$ cat src/rtl/ps2_pkg.sv
// Shared constants and types for the PS/2 scan-code sequencer and its event consumers.
package ps2_pkg;

    localparam logic [7:0] PS2_PFX_EXT = 8'hE0;
    localparam logic [7:0] PS2_PFX_BRK = 8'hF0;

    typedef enum logic [1:0] {
        StIdle,
        StExt,
        StBrk,
        StExtBrk
    } ps2_state_e;

    typedef struct packed {
        logic       brk;
        logic       ext;
        logic [7:0] code;
    } ps2_evt_t;

endpackage

$ cat src/rtl/ps2_evt_fifo.sv
// Synchronous show-ahead FIFO; push and pop may coincide even when full, pop while empty is ignored.
module ps2_evt_fifo #(
    parameter int unsigned DEPTH = 8,
    parameter int unsigned WIDTH = 10
) (
    input  logic             clk,
    input  logic             rst,
    input  logic             push,
    input  logic [WIDTH-1:0] wdata,
    input  logic             pop,
    output logic [WIDTH-1:0] rdata,
    output logic             full,
    output logic             empty
);

    localparam int unsigned AW = $clog2(DEPTH);

    // Pointers carry one extra wrap bit to tell full from empty.
    logic [AW:0]      wr_q;
    logic [AW:0]      rd_q;
    logic [WIDTH-1:0] mem [DEPTH];
    logic             do_push;
    logic             do_pop;

    assign empty   = (wr_q == rd_q);
    assign full    = (wr_q[AW] != rd_q[AW]) && (wr_q[AW-1:0] == rd_q[AW-1:0]);
    assign do_pop  = pop & ~empty;
    assign do_push = push & (~full | do_pop);
    assign rdata   = empty ? '0 : mem[rd_q[AW-1:0]];

    always_ff @(posedge clk) begin
        if (rst) begin
            wr_q <= '0;
            rd_q <= '0;
        end else begin
            if (do_push) wr_q <= wr_q + 1'b1;
            if (do_pop)  rd_q <= rd_q + 1'b1;
        end
    end

    always_ff @(posedge clk) begin
        if (do_push) mem[wr_q[AW-1:0]] <= wdata;
    end

endmodule

$ cat src/rtl/ps2_key_ctrl.sv
// Parses set-2 scan-code bytes into make/break events, suppresses typematic repeats,
// tracks the held key and press count, and queues events for the consumer.
module ps2_key_ctrl
    import ps2_pkg::*;
#(
    parameter int unsigned DEPTH   = 8,
    parameter int unsigned TIMEOUT = 1_000_000
) (
    input  logic       clk,
    input  logic       rst,
    input  logic [7:0] in_data,
    input  logic       in_ready,
    output logic       evt_valid,
    input  logic       evt_ready,
    output logic [7:0] evt_code,
    output logic       evt_ext,
    output logic       evt_brk,
    output logic       held_valid,
    output logic [7:0] held_code,
    output logic       held_ext,
    output logic [7:0] press_cnt,
    output logic       ovf
);

    localparam int unsigned TW = $clog2(TIMEOUT + 1);

    ps2_state_e state_q, state_d;
    logic [TW-1:0] tmo_q;
    logic          tmo_hit;

    logic       emit;
    logic       emit_brk;
    logic       emit_ext;
    logic       is_rpt;
    logic       push;
    logic       pop;
    logic       fifo_full;
    logic       fifo_empty;
    ps2_evt_t   ev_in;
    ps2_evt_t   ev_head;

    logic       held_valid_q;
    logic [7:0] held_code_q;
    logic       held_ext_q;
    logic [7:0] press_cnt_q;
    logic       ovf_q;

    // Counts cycles since the last byte; fires on the TIMEOUT-th idle cycle of a prefix state.
    assign tmo_hit = (tmo_q == TW'(TIMEOUT - 1));

    always_comb begin
        state_d  = state_q;
        emit     = 1'b0;
        emit_brk = 1'b0;
        emit_ext = 1'b0;
        if (in_ready) begin
            unique case (state_q)
                StIdle: begin
                    if (in_data == PS2_PFX_EXT)      state_d = StExt;
                    else if (in_data == PS2_PFX_BRK) state_d = StBrk;
                    else                             emit    = 1'b1;
                end
                StExt: begin
                    if (in_data == PS2_PFX_BRK)      state_d = StExtBrk;
                    else if (in_data != PS2_PFX_EXT) begin
                        emit     = 1'b1;
                        emit_ext = 1'b1;
                        state_d  = StIdle;
                    end
                end
                StBrk: begin
                    if (in_data == PS2_PFX_EXT)      state_d = StExtBrk;
                    else if (in_data != PS2_PFX_BRK) begin
                        emit     = 1'b1;
                        emit_brk = 1'b1;
                        state_d  = StIdle;
                    end
                end
                StExtBrk: begin
                    if (in_data != PS2_PFX_EXT && in_data != PS2_PFX_BRK) begin
                        emit     = 1'b1;
                        emit_brk = 1'b1;
                        emit_ext = 1'b1;
                        state_d  = StIdle;
                    end
                end
            endcase
        end else if (state_q != StIdle && tmo_hit) begin
            state_d = StIdle;
        end
    end

    always_comb begin
        ev_in.brk  = emit_brk;
        ev_in.ext  = emit_ext;
        ev_in.code = in_data;
        is_rpt     = held_valid_q && (held_code_q == in_data) && (held_ext_q == emit_ext);
        push       = emit && (emit_brk || !is_rpt);
        pop        = evt_ready && !fifo_empty;
    end

    always_ff @(posedge clk) begin
        if (rst) begin
            state_q      <= StIdle;
            tmo_q        <= '0;
            held_valid_q <= 1'b0;
            held_code_q  <= 8'h00;
            held_ext_q   <= 1'b0;
            press_cnt_q  <= 8'h00;
            ovf_q        <= 1'b0;
        end else begin
            state_q <= state_d;
            if (in_ready || state_d == StIdle) tmo_q <= '0;
            else                               tmo_q <= tmo_q + 1'b1;

            if (push && !emit_brk) begin
                held_valid_q <= 1'b1;
                held_code_q  <= in_data;
                held_ext_q   <= emit_ext;
                press_cnt_q  <= press_cnt_q + 8'd1;
            end else if (push && emit_brk && is_rpt) begin
                held_valid_q <= 1'b0;
            end

            if (push && fifo_full && !pop) ovf_q <= 1'b1;
        end
    end

    ps2_evt_fifo #(
        .DEPTH(DEPTH),
        .WIDTH($bits(ps2_evt_t))
    ) u_fifo (
        .clk  (clk),
        .rst  (rst),
        .push (push),
        .wdata(ev_in),
        .pop  (pop),
        .rdata(ev_head),
        .full (fifo_full),
        .empty(fifo_empty)
    );

    assign evt_valid  = !fifo_empty;
    assign evt_code   = ev_head.code;
    assign evt_ext    = ev_head.ext;
    assign evt_brk    = ev_head.brk;
    assign held_valid = held_valid_q;
    assign held_code  = held_code_q;
    assign held_ext   = held_ext_q;
    assign press_cnt  = press_cnt_q;
    assign ovf        = ovf_q;

endmodule
$ cat config.mk
export PLATFORM = sky130hd
export DESIGN_NAME = ps2_key_ctrl
export DESIGN_NICKNAME = d
export VERILOG_FILES = /design/src/rtl/ps2_pkg.sv /design/src/rtl/ps2_evt_fifo.sv /design/src/rtl/ps2_key_ctrl.sv
export SDC_FILE = /design/constraint.sdc
export NUM_CORES = 1
export LEC_CHECK = 0
export CAP_MARGIN = 10
export CORE_AREA = 2 2 127 104
export DETAILED_ROUTE_END_ITERATION = 12
export DIE_AREA = 0 0 129 106
export HOLD_SLACK_MARGIN = 0.08
export SYNTH_ARGS = -nofsm -noshare
export SYNTH_HDL_FRONTEND = slang
export SYNTH_HIERARCHICAL = 1
export SYNTH_SLANG_ARGS = --single-unit
$ cat constraint.sdc
create_clock -name clk -period 3.6 [get_ports clk]
set_clock_uncertainty 0.1 [all_clocks]
set_input_delay 0.72 -clock clk [delete_from_list [all_inputs] [get_ports clk]]
set_output_delay 0.72 -clock clk [all_outputs]
set_load 0.02 [all_outputs]
After elaboration in Yosys (flattened, before gate mapping)
Memories as Yosys holds them, arrays and structs flattened. A register that Yosys moved wholly into a read port is not among the register bits.
Cells that the tools add are included.
{"block": "op_classes", "add_sub_neg": 4, "n_eq_ne": 13, "mux": 30, "bitwise": 5, "reduce_logical": 23}
{"cell": "20-bit by 1-bit adder with 20-bit output, second input constant", "n": 1}
{"cell": "20-bit == test, second input constant", "n": 1}
{"cell": "2-bit two-way mux", "n": 9}
{"cell": "8-bit == test, second input constant", "n": 2}
{"cell": "8-bit != test, second input constant", "n": 2}
{"cell": "1-bit two-way mux", "n": 14}
{"cell": "1-bit logical AND", "n": 12}
{"cell": "10-bit two-way mux", "n": 1}
{"cell": "4-bit by 1-bit adder with 4-bit output, second input constant", "n": 2}
{"cell": "8-bit by 1-bit adder with 8-bit output, second input constant", "n": 1}
{"cell": "8-bit == test", "n": 1}
{"cell": "2-bit case mux with 4 select lines", "n": 1}
{"cell": "3-bit two-way mux", "n": 2}
{"cell": "2-bit == test, second input constant", "n": 2}
{"cell": "4-bit == test", "n": 1}
{"cell": "1-bit logical NOT", "n": 4}
{"cell": "2-bit logical NOT", "n": 2}
{"cell": "1-bit case mux with 2 select lines", "n": 2}
{"cell": "1-bit case mux with 4 select lines", "n": 1}
{"cell": "2-bit nonzero test", "n": 2}
{"cell": "3-bit == test", "n": 1}
{"cell": "1-bit AND", "n": 2}
{"cell": "2-bit by 1-bit == test with 1-bit output, second input constant", "n": 1}
{"cell": "1-bit logical OR", "n": 2}
{"cell": "other kinds (5)", "n": 6}
{"block": "word_totals", "register_bits": 49, "ramBits": 80, "input_bits": 12, "out_inout_bits": 30, "memories": 1}
{"name": "u_fifo.mem", "words": 8, "word_bits": 10, "read_ports": 1, "rd_clocked_by_memory_dff": 1, "wr": 1, "line_no": "ps2_evt_fifo.sv:21", "source": "logic [WIDTH-1:0] mem [DEPTH];"}

Logic depth before layout (Yosys ltp)
Gate-level depths: netlist of the first run.
{"block": "logic_depth", "word_depth": 14, "depth_mapped": 8}

Hierarchy
Netlist of the first run, hierarchy kept.
{"mod": "ps2_evt_fifo", "instances": 1, "cells_per_inst": 198, "area_per_inst_um2": 3684.8}
{"mod": "ps2_key_ctrl", "instances": 1, "cells_per_inst": 216, "area_per_inst_um2": 1946.9}

Least setup slack after synthesis of the first run
Ideal clock, no wire load.
{"block": "synth_timing", "kind": "in2reg", "from": "input port in_data[6]", "to": "memory u_fifo.mem[0][0], enable pin", "t_arrival_ps": 2705, "t_required_ps": 3096, "setup_slack_ps": 392, "path_stages": 6, "path_cell_list": "xnor2_1 -> nand4_1 -> nor4_1 -> nor3_1 -> o21ai_0 -> nor4_1"}
{"block": "synth_via", "elab_chain_cells": 13, "word_cells_on_any_way": 28}
{"element": "start: declaration", "line_no": "ps2_key_ctrl.sv:11", "source": "input logic [7:0] in_data,"}
{"element": "8-bit != test, on equally long branches", "line_no": "ps2_key_ctrl.sv:65, ps2_key_ctrl.sv:80, ps2_key_ctrl.sv:73"}
{"element": "1-bit two-way mux or 1-bit logical AND (tied branches)", "line_no": "ps2_key_ctrl.sv:65, ps2_key_ctrl.sv:80"}
{"element": "1-bit two-way mux, on equally long branches", "line_no": "ps2_key_ctrl.sv:64, ps2_key_ctrl.sv:80"}
{"element": "1-bit case mux with 2 select lines", "line_no": "ps2_key_ctrl.sv:57", "source": "unique case (state_q)"}
{"element": "1-bit two-way mux", "line_no": "ps2_key_ctrl.sv:56", "source": "if (in_ready) begin"}
{"element": "1-bit == test", "line_no": "ps2_key_ctrl.sv:97", "source": "is_rpt = held_valid_q && (held_code_q == in_data) && (held_ext_q == emit_ext);"}
{"element": "1-bit logical AND", "line_no": "ps2_key_ctrl.sv:97"}
{"element": "1-bit logical NOT", "line_no": "ps2_key_ctrl.sv:98", "source": "push = emit && (emit_brk || !is_rpt);"}
{"element": "1-bit logical OR", "line_no": "ps2_key_ctrl.sv:98"}
{"element": "1-bit logical AND *", "line_no": "ps2_key_ctrl.sv:98"}
{"element": "via push", "line_no": "ps2_key_ctrl.sv:35", "source": "logic push;"}
{"element": "1-bit AND *", "line_no": "ps2_evt_fifo.sv:28", "source": "assign do_push = push & (~full | do_pop);"}
{"element": "1-bit two-way mux *", "line_no": "ps2_evt_fifo.sv:42", "source": "if (do_push) mem[wr_q[AW-1:0]] <= wdata;"}
{"element": "1-bit two-way mux (implied by the code) *", "line_no": "ps2_evt_fifo.sv:42"}
{"element": "end: declaration", "line_no": "ps2_evt_fifo.sv:21"}
Mark *: on every way through the listed nets, which the timed path passes. The rest lies on a longest branch.

==> flow_summary.toml, run 1 <==
[timing]
slew_headroom_pct = 30.5
setup_viol = 0
tns_ns = 0
fmax_mhz = 307
tightest_slew_ns = 1.04
rsz0062_at_grt = "false"
period_share_pct = 90.5
worst_slack_ns = 0.343
fin_crit_ns = 3.26
maxSlewViolCount = 0
hold_viol = 0

[global_routing]
grt_pass1_wl_um = 18200
grt-ovfl-total = 0
grt_usage_pct = 18.0
gr-usage-met2_pct = 26.1
grt_pass1_vias = 3429
grt_start_max_net_pins = 27
antenna_found_initial = 0
grt_use_met3_pct = 6.14
gr-usage-met1_pct = 25.1
globalRoute.busiestLayer = "met2"

[cells_and_area]
utilization_pct = 55.4
fin_nets = 498
area_growth_pct = 23.4
diodes = 0
layout_commonest_cell = "edfxtp_1"
layout_common_cells = "edfxtp_1 (80), nor2_1 (55), dfxtp_1 (52)"
drive_above_1_share_pct = 18.8

[routing]
vias_per_cell = 5.20
first_pass_iters = 4
ant_nets = 0
vias = 3486
wl_per_cell_um = 16.9
routed_wl_um = 11300
first_iter_violations = 234
drc = 0

[floorplan]
fp-row-count = 37
core_area_mm2 = 0.0125
pin_count = 42
die_w_um = 129
start_util_pct = 44.9
dieHeight_um = 106
dieArea_mm2 = 0.0137

[setup_path]
r2r-end = "u_fifo/mem[1][4]$_DFFE_PP_"
r2r_start = "u_fifo/wr_q[2]$_SDFFE_PP0P_"
crit_family = "buffers and inverters"
arrival_ns = 2.44
critPathKind = "flip-flop to output port"
cp_max_fo = 20
r2r_slack_ns = 0.99
critPathRequiredTime_ns = 2.78
cp_cell_sequence = "buf_4 > mux4_2 > mux2i_1 > nor2_1 > clkdlybuf4s50_1"
rr_worst_depth = 8
crit_path_end_kind = "output port"
cp_slowest_cell = "mux4_2"
start_kind = "flip-flop"
slowest_delay_ns = 0.57
critPathBufInv = 2

[clock_tree]
cts_resized = 0
insertion_delay_ns = 0.42
cts_setup_buffers = 0
clock-root-buffer = "clkbuf_16"
cts_tree = "yes"
cts_buffer_depth = 2
path_clk_slew_ns = 0.06
clock_sink_count = 132
htreeDepth = 4
cts_hold_buf = 0
cts_buffers = 17

[hold_path]
min_path_cells = 1
worstHoldPathType = "flip-flop to flip-flop"
hold_path_end = "tmo_q[0]$_SDFF_PP0_"
min_from = "tmo_q[0]$_SDFF_PP0_"

[synth]
avgSynthCellArea_um2 = 13.6
syn_nets = 430
ys_seq_area_share_pct = 61.1
syn_area_mm2 = 0.00563
synth-main-ff-cell = "edfxtp_1"
yosysWarnings = 6
synth_edf_count = 80
yosysUniqueCellTypes = 56
ys_async_sr_fraction_pct = 0
ys_ff_latch = 132
synth_cells = 414

[run_status]
status = "completed"

[placed_design]
portBuffers = 41
hpwl_um = 7700
pre_cts_ws_ns = 0.112
place.gp.congestion = 0.755

[pwr]
p_total_uw = 3790
power_density_mw_per_mm2 = 545
ir_drop_mv = 0.356
p_leak_uw = 0.00232

[run]
drv_cap = 0
[per-layer routing]
metal,wire length [um],part of all wire [%]
met4,129,1.1
met3,755,6.7
met1,5190,46
met5,0,0
met2,5240,46
[flip-flops by register name, summed over array words and instances (netlist names), named ones only]
register,count
press_cnt,8
ovf,1
u_fifo/rd_q,4
held_valid,1
held_code,8
u_fifo/wr_q,4
tmo_q,20
state_q,2
held_ext,1
u_fifo/mem,80
[through the flow]
| step | cells | cell area (um2) | hold WS (ns) |
|---|---|---|---|
| global placement | 638 | 6340 | 0.340 |
| CTS | 670 | 6950 | 0.366 |
| finish | 670 | 6950 | 0.363 |
| floorplan | 414 | 5630 | 0.325 |
| global route | 670 | 6950 | 0.402 |
| detailed placement | 638 | 6340 | 0.352 |
[cells in the mapped netlist (all sizes together) (11+ instances only)]
library cell | count | area (um2)
edfxtp | 80 | 2400
buf | 11 | 100
xor2 | 19 | 181
nand3 | 12 | 60.1
xnor2 | 17 | 149
mux4 | 20 | 450
nand2 | 15 | 56.3
dfxtp | 52 | 1040
nor3 | 11 | 55.1
nor2 | 55 | 206
inv | 11 | 41.3
mux2i | 22 | 220
[cell families after synthesis]
| kind of cell | after synthesis | synth area share, % |
|---|---|---|
| AND/OR/NAND/NOR | 137 | 12.2 |
| flip-flops | 132 | 61.1 |
| multiplexers | 44 | 12.4 |
| XOR/XNOR | 36 | 5.87 |
| AO/OA/AOI/OAI | 33 | 4.64 |
| buffers and inverters | 28 | 2.91 |
| adder cells (fa/ha/maj) | 4 | 0.889 |
[worst reg2reg max path: cells and delay by family (launching register included)]
family | cells | cell delay [ns]
simple gates | 3 | 0.48
flops | 1 | 0.58
buf+inv | 3 | 0.61
compound gates | 1 | 0.41
xor+xnor | 1 | 0.19
[how the worst max path moves through the flow]
stage,end,slack (ns),cells after the start
2_1_floorplan,u_fifo/mem[0][0]$_DFFE_PP_,0.39,6
3_3_place_gp,u_fifo/mem[1][3]$_DFFE_PP_,0.14,8
5_1_grt,evt_brk,0.20,5
4_1_cts,evt_code[1],0.29,5
6_report,evt_code[1],0.34,5
3_5_place_dp,u_fifo/mem[1][5]$_DFFE_PP_,0.11,8
[cell type report]
type / count / area (um2)
Timing Repair Buffer: 66 / 598
Clock inverter: 15 / 183
Clock buffer: 17 / 425
Multi-Input combinational cell: 254 / 2040
Tap cell: 175 / 219
Sequential cell: 132 / 3440
Inverter: 11 / 41.3
Fill cell: 1050 / 5600
[where the power goes]
part	internal, uW	switching (uW)	leakage (uW)
combinational	172	191	0.000871
clock	1050	707	0.000298
sequential	1640	27.8	0.00115
Power figures use the tool's default switching activity.
==> run 2, diff against run 1 <==
--- a/config.mk
+++ b/config.mk
@@ -10,6 +10,7 @@
 export DETAILED_ROUTE_END_ITERATION = 12
 export DIE_AREA = 0 0 129 106
 export HOLD_SLACK_MARGIN = 0.08
+export SLEW_MARGIN = 30
 export SYNTH_ARGS = -nofsm -noshare
 export SYNTH_HDL_FRONTEND = slang
 export SYNTH_HIERARCHICAL = 1
==> flow_summary.toml, run 2 (synthesis gave the netlist of run 1 again) <==
[floorplan]
core_area_mm2 = 0.0125
dieHeight_um = 106
die_w_um = 129
start_util_pct = 44.9
dieArea_mm2 = 0.0137
fp-row-count = 37
pin_count = 42

[pwr]
p_leak_uw = 0.00233
power_density_mw_per_mm2 = 545
ir_drop_mv = 0.356

[timing]
whs_ns = 0.363
tightest_slew_ns = 0.814
setup_viol = 0
period_share_pct = 90.7
maxSlewViolCount = 0
fin_crit_ns = 3.26
hold_viol = 0
rsz0062_at_grt = "false"
slew_headroom_pct = 45.6
tns_ns = 0
fmax_mhz = 306

[setup_path]
arrival_ns = 2.44
start_kind = "flip-flop"
cp_max_fo = 20
r2r_start = "u_fifo/wr_q[2]$_SDFFE_PP0P_"
rr_worst_depth = 8
r2r-end = "u_fifo/mem[1][4]$_DFFE_PP_"
r2r_slack_ns = 0.99
critPathRequiredTime_ns = 2.78
crit_path_end = "evt_code[1]"
critPathKind = "flip-flop to output port"
crit_path_end_kind = "output port"

[placed_design]
place.gp.congestion = 0.755
hpwl_um = 7700
placed_cells = 638
portBuffers = 41

[cells_and_area]
layout_common_cells = "edfxtp_1 (80), nor2_1 (55), dfxtp_1 (52)"
drive_above_1_share_pct = 19.0
fin_nets = 499
stdcell_count = 671
layout_commonest_cell = "edfxtp_1"
utilization_pct = 55.5
largest_register_ffs = 80
area_growth_pct = 23.6
diodes = 0

[routing]
vias = 3486
vias_per_cell = 5.20
drc = 0
routed_wl_um = 11300
wl_per_cell_um = 16.9
ant_nets = 0
first_pass_iters = 4
first_iter_violations = 227

[run]
drv_cap = 0

[clock_tree]
path_clk_slew_ns = 0.06
cts_hold_buf = 0
cts_tree = "yes"
cts_resized = 0
insertion_delay_ns = 0.41
cts_buffer_depth = 2
cts_buffers = 17
clock-root-buffer = "clkbuf_16"
cts_setup_buffers = 0
clock_sink_count = 132
htreeDepth = 4

[global_routing]
grt_usage_pct = 18.0
grt-ovfl-total = 0
grt_pass1_wl_um = 18200
antenna_found_initial = 0
grt_pass1_vias = 3429
grt_start_max_net_pins = 27

[run_status]
status = "completed"

[hold_path]
worstHoldPathType = "flip-flop to flip-flop"
## run 2: cell count changes in the layout (fill, tap and decap cells not counted), sizes merged
cell,delta
buf,+1
## run 2: worst max-delay path, stage by stage, from the launching register on
cell and delay (ns):
dfxtp_1 0.31, buf_4 0.36, mux4_2 0.58, mux2i_1 0.18
nor2_1 0.06, clkdlybuf4s50_1 0.54
## run 2: worst min path at each step
stage	from	end	cells after the start
floorplan	tmo_q[0]$_SDFF_PP0_	tmo_q[0]$_SDFF_PP0_	1
global placement	tmo_q[0]$_SDFF_PP0_	tmo_q[0]$_SDFF_PP0_	1
detailed placement	tmo_q[0]$_SDFF_PP0_	tmo_q[0]$_SDFF_PP0_	1
CTS	tmo_q[0]$_SDFF_PP0_	tmo_q[0]$_SDFF_PP0_	1
global route	tmo_q[0]$_SDFF_PP0_	tmo_q[0]$_SDFF_PP0_	1
finish	tmo_q[0]$_SDFF_PP0_	tmo_q[0]$_SDFF_PP0_	1
## run 2: final cells by class
cell class              count  area [um2]
well taps                 175         219
flip-flops and latches    132        3440
clock inverters            15         183
repair buffers             67         609
multi-input cells         254        2040
clock buffers              17         425
fillers                  1050        5590
inverters                  11        41.3
## run 2: through the flow
step / total power [uW] / area [um2] / setup slack, ns
2_1_floorplan: 1920 / 5630 / 0.392
3_3_place_gp: 2060 / 6340 / 0.138
3_5_place_dp: 2070 / 6340 / 0.112
4_1_cts: 3840 / 6950 / 0.295
5_1_grt: 3940 / 6960 / 0.205
6_report: 3790 / 6960 / 0.336
## run 2: per-layer routing
metal / vias up / global-route usage (%) / wire length [um]
li1: 1684 / - / -
met1: 1716 / 25.1 / 5420
met2: 74 / 26.1 / 5190
met3: 12 / 6.14 / 599
met4: 0 / 6.99 / 134
met5: - / 0 / 0
## run 2: where the power goes
part           total [uW]  internal [uW]  switching (uW)
registers            1670           1640            27.5
clock network        1760           1050             706
logic                 365            173             192
total                3790           2860             925
==> run 3, diff against run 2 <==
--- a/config.mk
+++ b/config.mk
@@ -10,6 +10,7 @@
 export DETAILED_ROUTE_END_ITERATION = 12
 export DIE_AREA = 0 0 129 106
 export HOLD_SLACK_MARGIN = 0.08
+export SKIP_LAST_GASP = 1
 export SLEW_MARGIN = 30
 export SYNTH_ARGS = -nofsm -noshare
 export SYNTH_HDL_FRONTEND = slang
==> results of run 3 <==
The final DEF is identical to that of run 2; final timing and power are the same.
